**src/rtl/keypad_scanner.sv**
```systemverilog
// rtl/keypad_scanner.sv - 4x4 matrix keypad scanner with full-scan debounce
module keypad_scanner #(
  parameter int SCAN_DIV       = 100000,
  parameter int DEBOUNCE_SCANS = 4
) (
  input  logic       clk_100mhz,
  input  logic       rst,
  input  logic [3:0] row,
  output logic [3:0] col,
  output logic [3:0] key_val,
  output logic       key_valid,
  output logic       key_held
);

  localparam int DIV_W = (SCAN_DIV > 2) ? $clog2(SCAN_DIV) : 1;
  localparam int CNT_W = $clog2(DEBOUNCE_SCANS + 1);
  localparam logic [DIV_W-1:0] DIV_LAST = DIV_W'(SCAN_DIV - 1);
  localparam logic [CNT_W-1:0] CNT_MAX  = CNT_W'(DEBOUNCE_SCANS);

  // Scan vector bit index is col*4 + row; returns the printed hex legend.
  function automatic logic [3:0] key_code(input logic [3:0] idx);
    logic [3:0] code;
    case (idx)
      4'd0:  code = 4'h1;
      4'd1:  code = 4'h4;
      4'd2:  code = 4'h7;
      4'd3:  code = 4'h0;
      4'd4:  code = 4'h2;
      4'd5:  code = 4'h5;
      4'd6:  code = 4'h8;
      4'd7:  code = 4'hF;
      4'd8:  code = 4'h3;
      4'd9:  code = 4'h6;
      4'd10: code = 4'h9;
      4'd11: code = 4'hE;
      4'd12: code = 4'hA;
      4'd13: code = 4'hB;
      4'd14: code = 4'hC;
      default: code = 4'hD;
    endcase
    return code;
  endfunction

  logic [3:0]       row_meta;
  logic [3:0]       row_sync;
  logic [DIV_W-1:0] div;
  logic [1:0]       col_idx;
  logic [11:0]      acc;
  logic             cand_key;
  logic [3:0]       cand_code;
  logic [CNT_W-1:0] cnt;
  logic             stable_key;
  logic [3:0]       stable_code;

  logic             tick;
  logic             scan_end;
  logic [15:0]      scan_vec;
  logic [4:0]       ones;
  logic [3:0]       hit;
  logic             raw_key;
  logic [3:0]       raw_code;
  logic             match;
  logic [CNT_W-1:0] cnt_next;
  logic             accept;

  // Two-flop synchronizer; idle rows read as released (all high).
  always_ff @(posedge clk_100mhz) begin
    if (rst) begin
      row_meta <= 4'b1111;
      row_sync <= 4'b1111;
    end else begin
      row_meta <= row;
      row_sync <= row_meta;
    end
  end

  assign tick     = (div == DIV_LAST);
  assign scan_end = tick && (col_idx == 2'd3);

  // Column dwell divider and column drive; the next column is driven right away so it settles for a full dwell.
  always_ff @(posedge clk_100mhz) begin
    if (rst) begin
      div     <= '0;
      col_idx <= 2'd0;
      col     <= 4'b1110;
    end else if (tick) begin
      div     <= '0;
      col_idx <= col_idx + 2'd1;
      col     <= ~(4'b0001 << (col_idx + 2'd1));
    end else begin
      div <= div + DIV_W'(1);
    end
  end

  // Accumulate active-high key hits for columns 0..2; column 3 is combined live at scan end.
  always_ff @(posedge clk_100mhz) begin
    if (rst) begin
      acc <= '0;
    end else if (tick) begin
      case (col_idx)
        2'd0:    acc[3:0]  <= ~row_sync;
        2'd1:    acc[7:4]  <= ~row_sync;
        2'd2:    acc[11:8] <= ~row_sync;
        default: acc       <= '0;
      endcase
    end
  end

  // Classify the finished scan: exactly one hit is a key, anything else is "none".
  always_comb begin
    scan_vec = {~row_sync, acc};
    ones     = '0;
    hit      = '0;
    for (int i = 0; i < 16; i++) begin
      if (scan_vec[i]) begin
        ones = ones + 5'd1;
        hit  = 4'(i);
      end
    end
    raw_key  = (ones == 5'd1);
    raw_code = raw_key ? key_code(hit) : 4'h0;
  end

  // Debounce bookkeeping: saturating run length of identical scan results.
  always_comb begin
    match    = (raw_key == cand_key) && (raw_code == cand_code);
    cnt_next = CNT_W'(1);
    if (match) begin
      cnt_next = (cnt == CNT_MAX) ? cnt : cnt + CNT_W'(1);
    end
    accept = (cnt_next == CNT_MAX) &&
             ((raw_key != stable_key) || (raw_code != stable_code));
  end

  // Candidate/stable state and registered key outputs, all updated on the scan-end tick.
  always_ff @(posedge clk_100mhz) begin
    if (rst) begin
      cand_key    <= 1'b0;
      cand_code   <= 4'h0;
      cnt         <= '0;
      stable_key  <= 1'b0;
      stable_code <= 4'h0;
      key_val     <= 4'h0;
      key_valid   <= 1'b0;
      key_held    <= 1'b0;
    end else begin
      key_valid <= 1'b0;
      if (scan_end) begin
        cand_key  <= raw_key;
        cand_code <= raw_code;
        cnt       <= cnt_next;
        if (accept) begin
          stable_key  <= raw_key;
          stable_code <= raw_code;
          key_held    <= raw_key;
          if (raw_key) begin
            key_val   <= raw_code;
            key_valid <= 1'b1;
          end
        end
      end
    end
  end

endmodule

```
**config.mk**
```make
export PLATFORM = sky130hd
export DESIGN_NAME = keypad_scanner
export DESIGN_NICKNAME = d
export VERILOG_FILES = /design/src/rtl/keypad_scanner.sv
export SDC_FILE = /design/constraint.sdc
export NUM_CORES = 1
export LEC_CHECK = 0
export ABC_AREA = 1
export BUFFER_PORTS_ARGS = -buffer_cell sky130_fd_sc_hd__buf_2
export CAP_MARGIN = 20
export CORE_AREA = 2 2 94 96
export DETAILED_ROUTE_END_ITERATION = 6
export DIE_AREA = 0 0 96 98
export PLACE_DENSITY = 0.75
export SYNTH_ARGS = -nofsm -noshare
export SYNTH_HDL_FRONTEND = slang
export SYNTH_SLANG_ARGS = --single-unit
```
**constraint.sdc**
```tcl
create_clock -name clk_100mhz -period 8.1 [get_ports clk_100mhz]
set_input_delay 1.215 -clock clk_100mhz [delete_from_list [all_inputs] [get_ports clk_100mhz]]
set_output_delay 1.215 -clock clk_100mhz [all_outputs]
set_load 0.01 [all_outputs]
```
* Word-level counts from Yosys, hierarchy flattened *
Memory sizes are Yosys's and may differ from the RTL's.
Cells that the tools add are included.

storage, ports and cells
  flip-flop bits (word level) = 61
  ROM bits = 64
  word-level logic and storage cells = 106
  memories = 1

memory list
  memory           depth  bits a word  read ports  clocked after Yosys merged registers in  write ports  line  text
  (no name shown)  16     4            1           0                                        0            23    case (idx)

operators by class
  add/subtract/negate cells = 18
  eq/ne operators = 11
  shift-type cells = 1
  mux-type cells = 38
  bitwise operators = 7
  reductions and logical operators = 15

operators by type and width
  kind                                                                   number
  5-bit by 1-bit adder with 5-bit output, second input constant          15
  5-bit 2-to-1 mux                                                       15
  4-bit 2-to-1 mux                                                       15
  4-bit case mux with 2 select lines                                     3
  17-bit by 1-bit adder with 17-bit output, second input constant        1
  17-bit equality test, second input constant                            1
  4-bit NOT                                                              2
  2-bit AND reduction                                                    4
  2-bit OR reduction                                                     4
  3-bit equality test, second input constant                             2
  3-bit 2-to-1 mux                                                       2
  5-bit by 1-bit equality test with 1-bit output, second input constant  1
  1-bit NOT                                                              5
  2-bit equality test, second input constant                             2
  4-bit equality test                                                    1
  4-bit inequality test                                                  1
  1-bit by 2-bit << shifter with 4-bit output, first input constant      1
  3-bit by 1-bit adder with 3-bit output, second input constant          1
  1-bit logical AND                                                      3
  1-bit 2-to-1 mux                                                       3
  3-bit AND reduction                                                    1
  3-bit OR reduction                                                     1
  2-bit by 1-bit adder with 2-bit output, second input constant          1
  2-bit by 1-bit equality test with 1-bit output, second input constant  1
  other kinds (4)                                                        4

* Longest topological paths before layout *
Gate-level depths: netlist of run 1.

  depth after elaboration = 40
  depth in mapped cells = 61
  mapped depth without buffers = 61

* Worst setup path before layout of run 1 *
Ideal clock, no wire load.

  path type = reg2reg
  from = register acc[0]
  to = register key_val[3]
  arrival time = 7.655 ns
  setup slack = 0.312 ns
  stages on the path, launching flop included = 62
  buffers on the path = 1
  cells stage by stage = dfxtp_1 > inv_1 > ha_1 > inv_1 > nand2_4 > nand2_1 > inv_1 > ha_1 > nand2_1 > nand2_1 > ha_1 > or2_1 > nand2_1 > inv_1 > ha_1 > nand2_1 > nand2_1 > ha_1 > (+26 left out) > ha_1 > nand2_1 > inv_1 > nand2_1 > nand2_1 > nor2_2 > nand3_2 > nor2_4 > buf_6 > nand3_2 > nand2_1 > nand2_1 > nor2_4 > nand2_2 > nor2_4 > nand3_2 > nand2_1 > a21oi_1

between the ends
  longest elaborated chain between the ends = 39

ends and longest elaborated chain
  item                                                line  text
  from (decl)                                         48    logic [11:0] acc;
  from (signal assigned)                              101   2'd0: acc[3:0] <= ~row_sync;
  1-bit 2-to-1 mux (*)                                115   if (scan_vec[i]) begin
  5-bit by 1-bit adder with 5-bit output              116   ones = ones + 5'd1;
  5-bit 2-to-1 mux (*)                                115
  5-bit by 1-bit adder with 5-bit output              116
  5-bit 2-to-1 mux (*)                                115
  5-bit by 1-bit adder with 5-bit output              116
  5-bit 2-to-1 mux (*)                                115
  5-bit by 1-bit adder with 5-bit output              116
  (+23 left out)                                      n/a
  5-bit by 1-bit equality test with 1-bit output (*)  120   raw_key = (ones == 5'd1);
  4-bit 2-to-1 mux                                    121   raw_code = raw_key ? key_code(hit) : 4'h0;
  4-bit equality test                                 126   match = (raw_key == cand_key) && (raw_code == cand_code);
  1-bit logical AND                                   126
  3-bit 2-to-1 mux                                    128   if (match) begin
  3-bit equality test                                 131   accept = (cnt_next == CNT_MAX) &&
  1-bit logical AND                                   131
  3-bit AND reduction (no line)                       n/a
  to (signal assigned)                                157   key_val <= raw_code;
  to (decl)                                           10    output logic [3:0] key_val,

Mark *: on every way between the ends. The rest lies on a longest branch, timed or not.
A chain may end at the register's enable or synchronous reset.

* Final worst setup path of run 1 *
  from = register acc[1]
  to = register key_val[2]

between the ends
  longest elaborated chain between the ends = 37

ends and longest elaborated chain
  item                                            line
  5-bit 2-to-1 mux                                115
  5-bit by 1-bit adder with 5-bit output          116
  5-bit 2-to-1 mux                                115
  5-bit by 1-bit adder with 5-bit output          116
  5-bit 2-to-1 mux                                115
  5-bit by 1-bit adder with 5-bit output          116
  5-bit 2-to-1 mux                                115
  5-bit by 1-bit adder with 5-bit output          116
  (+21 left out)                                  n/a
  5-bit by 1-bit equality test with 1-bit output  120
  4-bit 2-to-1 mux                                121
  4-bit equality test                             126
  1-bit logical AND                               126
  3-bit 2-to-1 mux                                128
  3-bit equality test                             131
  1-bit logical AND                               131
  3-bit AND reduction (no line)                   n/a

Parallel ways exist; a longest one is shown, timed or not.

==> summary.txt, run 1 <==
Yosys
  • Main combinational cell family by area after synthesis: simple AND/OR/NAND/NOR gates
  • Compound-Gate Fraction of Synth Area: 0.119
  • Synthesized Nets: approximately 750
  • Post-synthesis simple-gate area fraction: 0.426
  • Synthesized area: 4650 um2
  • Seq/Total Area, Yosys: 0.262
  • Yosys reg bits: 61
  • Post-synth cell types: 45
  • Post-synth ARST share: 0
  • EDFF count, synth: 0
  • Adder-cell share of the synthesized area: 0.0699
  • XOR/XNOR Fraction of Synth Area: 0.00753
  • Avg Inst Size Synth: 6.50 um2
  • Main synth FF type: dfxtp_1
  • Syn. warnings: 0
  • Cells after Synth: about 720
  • Mux cell area share after synthesis: 0

Place
  • Setup WS pre-CTS: -342 ps
  • Count of buffers from port buffering: 15
  • DPL Wire Length: 7.56 mm
  • Final Wtd Congestion: 0.884
  • Placed Instances: ~840

Clock network
  • Clock net sink count: 61
  • Worst-path clk slew: 70 ps
  • Clock buffer count from CTS: 9
  • CTS max path bufs: 2
  • CTS tree: done
  • H-tree levels: 3
  • Clk root buf: clkbuf_8
  • Worst-Skew Late Latency: 340 ps

Timing
  • Max Slew Vio Count: 0
  • Final-report hold violation count: 0
  • Fmax: 127 MHz
  • Worst setup margin: 215 ps
  • Final Setup Violations: 0
  • Hold WS: about 400 ps
  • Worst clock skew: 9.27 ps
  • Final min period: 7880 ps
  • Tcrit/Tclk final: 0.973
  • Rel. slew slack: 0.543
  • Slew @ Worst Pin: 678 ps
  • Sum Neg Setup Slack: 0 ps

Die
  • Die Wd: roughly 96 um
  • Effective utilization at floorplan: 0.550
  • Core Footprint: 8470 um2
  • Die ar.: 9410 um2
  • Die height: 98 um
  • Num rows: 34
  • I/O Pins: 16

Setup path
  • Setup Crit Path Kind: reg -> reg
  • CP top delay family: simple AND/OR/NAND/NOR gates
  • Critical Path RT: 8300 ps
  • CP peak stage delay: about 340 ps
  • Worst EP arrival: 8080 ps
  • Critical Path Start Type: register
  • Critical-path maximum fanout: 6
  • Worst path slowest cell: dfxtp_2
  • Critical Path End Type: register
  • Buf+Inv Stages, Crit Path: 25

GRT
  • Initial antenna violation count: 0
  • First-pass GRT wire length: 19.8 mm
  • GRT Util Overall: 0.256
  • Vias in the first global route: 4,768
  • Pin count of the biggest net entering global routing: 36
  • Total grt overflow: 0

Finish
  • Post-route insts no fill: just over 900
  • Antenna Cells: 0
  • Most common cell after layout, fill and taps aside: nand2_1
  • Most frequent cells in the layout: 146 x nand2_1, 113 x inv_1, 59 x dfxtp_1, 58 x buf_4, 55 x nand2_2
  • Nets: between 800 and 900
  • Layout cells sized above 1: 0.337
  • Layout area overhead: 29.3%
  • Util after Layout: 0.711

Power and ir drop
  • Peak VDD IR: around 170 uV
  • Pwr Density: a little over 100 nW/um2
  • Leak pwr: approximately 3.0 nW

Run status
  • Status: completed

Run
  • Max cap viols: 0

Detailed routing
  • Iter 0 DRT Violations: 165
  • Wire length per cell: 13.6 um
  • DR DRC count: 0
  • Antenna-violating nets left: 0
  • Vias per inst: between 5 and 6
  • Vias: between 4,000 and 5,000
  • Total Routed Length: between 10 and 15 mm
  • Pre-antenna DRT Iters: 5

Worst hold path
  • Worst min-delay path category: reg -> reg
[layout make-up]
cell class / count / area [um2]
inverter: 130 / 493
clock buffer: 10 / 138
fill: 675 / 2450
timing repair buffer: 79 / 587
tap: 108 / 135
multi-input combinational: 517 / 3400
clock inverter: 6 / 38.8
sequential: 61 / 1220
[path summary, 6_finish.rpt]
path | from | endpoint | slack (ps) | cells after the start
worst max-delay path | acc[1] | key_val[2] | 220 | 67
worst min-delay path | row_meta[0] | row_sync[0] | 410 | 1
worst max register to register | acc[1] | key_val[2] | 220 | 67
worst min register to register | row_meta[0] | row_sync[0] | 410 | 1
[kinds of logic after synthesis]
group | count (synthesis)
xor gates and xnor gates | 4
buffers and inverters | 139
and+or+nand+nor | 393
DFF | 61
adders and majority gates | 26
AOI/OAI and AO/OA | 93
[synth_stat cells (2+ instances only)]
library cell  number  area share
nor2_4             5       0.012
nor4_1             4      0.0054
clkbuf_1           6      0.0048
o21ai_2            2      0.0038
nand3_4            4       0.015
nand3_2           20       0.043
a21boi_1           2      0.0032
inv_2              9      0.0073
xor2_1             3      0.0056
o22ai_1            4      0.0054
a21oi_1           42       0.045
nand3b_1           3      0.0048
a31oi_1            3      0.0040
o21ai_0           15       0.016
o32ai_1            3      0.0056
ha_1              26       0.070
nor3b_1            4      0.0065
nor2_1            45       0.036
inv_1            121       0.098
nand2_4            5       0.012
a211oi_1           9       0.015
nor3_1            14       0.015
o21ai_1            2      0.0022
nand4_1           13       0.017
buf_6              2      0.0048
nand2_2           27       0.036
o21a_1             2      0.0032
dfxtp_1           61        0.26
a21boi_0           2      0.0032
nand3_1           42       0.045
or2_2             10       0.013
nand2_1          193        0.16
[layer usage]
layer  routed length, um  track usage  vias to the layer above
li1                    -            -                     2468
met2                6370        0.455                      117
met4                 572        0.127                        0
met1                5070        0.282                     2254
met5                   0            0                        -
met3                 369       0.0525                       50
[state kept, by name, indices dropped and copies added (netlist names)]
register and count:
cnt 3, key_valid 1, acc 12, cand_code 4
stable_code 4, col 4, row_meta 4, row_sync 4
key_val 4, col_idx 2, stable_key 1, div 17
cand_key 1
[power by group]
part / switching [mW] / internal (mW) / total, mW
logic: 0.0475 / 0.0306 / 0.0780
registers: 0.00255 / 0.303 / 0.305
clock network: 0.122 / 0.118 / 0.240
[timing repair]
| item | CTS | global route |
|---|---|---|
| pin swaps | 31 | 57 |
| hold endpoints to repair | 0 | 0 |
| setup buffers | 52 | 10 |
| setup endpoints to repair | 17 | 18 |
| hold buffers | 0 | 0 |
| cloned | 0 | 1 |
| gates resized for setup | 42 | 84 |
[stage by stage]
| step | area [um2] | total power [mW] |
|---|---|---|
| 2_1_floorplan | 4650 | 0.357 |
| 3_3_place_gp | 4880 | 0.367 |
| 3_5_place_dp | 4880 | 0.369 |
| 4_1_cts | 5610 | 0.615 |
| 5_1_grt | 6020 | 0.653 |
| 6_report | 6020 | 0.624 |
Power figures use the tool's default switching activity.
==> inputs of run 2 (changes only) <==
- CORE_AREA: 2 2 94 96 -> 2 2 95 97
- DIE_AREA: 0 0 96 98 -> 0 0 97 99
- PLACE_DENSITY: 0.75 -> 0.71
- clock period: 8.1 -> 7.7 ns (I/O delays scaled with it)
==> summary.txt, run 2 (synthesized netlist as in run 1, its figures left out) <==
Setup path
  • Critical Path Start Type: register
  • Critical-path maximum fanout: 5
  • Worst EP arrival: 8420 ps
  • Setup Crit Path Kind: reg -> reg
  • Reg2Reg Depth: 64
  • CP peak stage delay: 330 ps
  • Critical Path End Type: register
  • Reg2reg start: acc[1]
  • Reg2Reg Setup Slack: -450 ps
  • Worst reg2reg path endpoint: key_val[3]
  • Critical Path RT: 7970 ps
  • Worst path slowest cell: dfxtp_2
  • Worst path most repeated cell: nand2_2

Detailed routing
  • Total Routed Length: ~15 mm
  • Antenna-violating nets left: 0
  • DR DRC count: 0
  • Pre-antenna DRT Iters: 5
  • Wire length per cell: 15.3 um
  • Vias per inst: between 5 and 6
  • Iter 0 DRT Violations: 265
  • Vias: 5,288

Worst hold path
  • Min-Delay Endpoint: row_sync[0]
  • Worst min-delay path category: reg -> reg
  • Hold Startpoint: row_meta[0]
  • Hold path depth: 1

Die
  • Effective utilization at floorplan: 0.544
  • I/O Pins: 16
  • Die height: 99 um
  • Die Wd: ~97 um
  • Num rows: 34
  • Core Footprint: 8550 um2
  • Die ar.: 9600 um2

Timing
  • Hold WS: around 420 ps
  • Final-report hold violation count: 0
  • Sum Neg Setup Slack: -5060 ps
  • Tcrit/Tclk final: 1.06
  • Unrepaired setup endpoints after global routing: true
  • Max Slew Vio Count: 0
  • Slew @ Worst Pin: 691 ps
  • Final min period: 8150 ps
  • Rel. slew slack: 0.535
  • Worst clock skew: 9.85 ps
  • Final Setup Violations: 14
  • Fmax: 123 MHz
  • Worst setup margin: -448 ps

Power and ir drop
  • Leak pwr: 3.27 nW
  • Peak VDD IR: 130 uV
  • Pwr Density: 107 nW/um2
  • Final Power: 0.711 mW

GRT
  • First-pass GRT wire length: 21.6 mm
  • Initial antenna violation count: 0
  • Vias in the first global route: 5,000
  • Total grt overflow: 0
  • GRT Util Overall: 0.268
  • Pin count of the biggest net entering global routing: 36

Clock network
  • Clock net sink count: just over 60
  • Worst-path clk slew: 60 ps
  • Worst-Skew Late Latency: 340 ps
  • CTS tree: done
  • CTS max path bufs: 2
  • Clk root buf: clkbuf_8
  • H-tree levels: 3
  • Clock buffer count from CTS: 9
  • Hold_buf cts: 0

Place
  • Placed cell area: 5040 um2
  • Final Wtd Congestion: between 0.8 and 0.9
  • Setup WS pre-CTS: -528 ps
  • Placed Instances: approximately 860
  • Count of buffers from port buffering: 15
  • DPL Wire Length: 7.88 mm

Finish
  • Number of flip-flops in the largest register: 17
  • Most common cell after layout, fill and taps aside: nand2_1
  • Final instance area: 6620 um2
  • Antenna Cells: 0
  • Util after Layout: 0.774
  • Fill count: ~580
  • Nets: 875
  • Layout area overhead: 42.3%
  • Most frequent cells in the layout: 124 x nand2_1, 110 x inv_1, 98 x buf_4, 70 x nand2_2, 59 x dfxtp_1
  • Layout cells sized above 1: 0.420
  • Biggest regs: div x17, acc x12
  • Top reg by flops: div
  • Post-route insts no fill: 954

Run status
  • Failing checks: negative setup slack
  • Status: finished with violations

Run
  • Max cap viols: 0
[run 2: cell count changes in the layout (fill, tap and decap cells not counted), moves of 6 or more]
cell	before	now
buf_4	58	98
nand2_1	146	124
nand2_2	55	70
a21oi_1	40	34
a21oi_2	2	8
nand2_4	25	31
[run 2: what timing repair did]
action                                  4_1_cts  5_1_grt
resized for setup                            58      133
endpoints found under the setup margin       18       18
gates cloned                                  1        0
pin swaps                                    45       95
setup buffers                                66       19
[run 2: layer usage]
metal | vias up | track usage | part of all wire
li1 | 2552 | - | -
met2 | 186 | 0.497 | 0.53
met1 | 2475 | 0.292 | 0.38
met3 | 75 | 0.0404 | 0.043
met5 | - | 0 | 0
met4 | 0 | 0.148 | 0.046
[run 2: final cells by class]
type                       count  area, um2  share of cell area
multi-input combinational    517       3620               0.547
sequential                    61       1220               0.185
timing repair buffer         124        943               0.142
inverter                     130        495              0.0748
clock buffer                  13        169              0.0255
tap                          108        135              0.0204
clock inverter                 1       30.0             0.00454
[run 2: worst max-delay path by stage]
stage                       from  slack (ps)              to  cells past startpoint
after floorplan           acc[1]          20      key_val[3]                     60
after global placement    acc[0]        -250      key_val[0]                     60
after detailed placement  acc[0]        -530      key_val[2]                     60
after CTS                 acc[0]        -210      key_val[2]                     57
after global routing      acc[1]        -770  stable_code[3]                     58
final                     acc[1]        -450      key_val[3]                     64
[run 2: report_power, final]
| group | switching (mW) | internal (mW) |
|---|---|---|
| combinational | 0.0580 | 0.0416 |
| sequential | 0.00316 | 0.319 |
| clock | 0.116 | 0.173 |
| total | 0.178 | 0.533 |
[run 2: critical path: cells and delay by family, from the launching register on]
kind | cells | cell delay (ps)
and+or+nand+nor | 33 | 3240
adders and majority gates | 8 | 2020
DFF | 1 | 330
AOI/OAI and AO/OA | 3 | 380
buffers and inverters | 20 | 2110
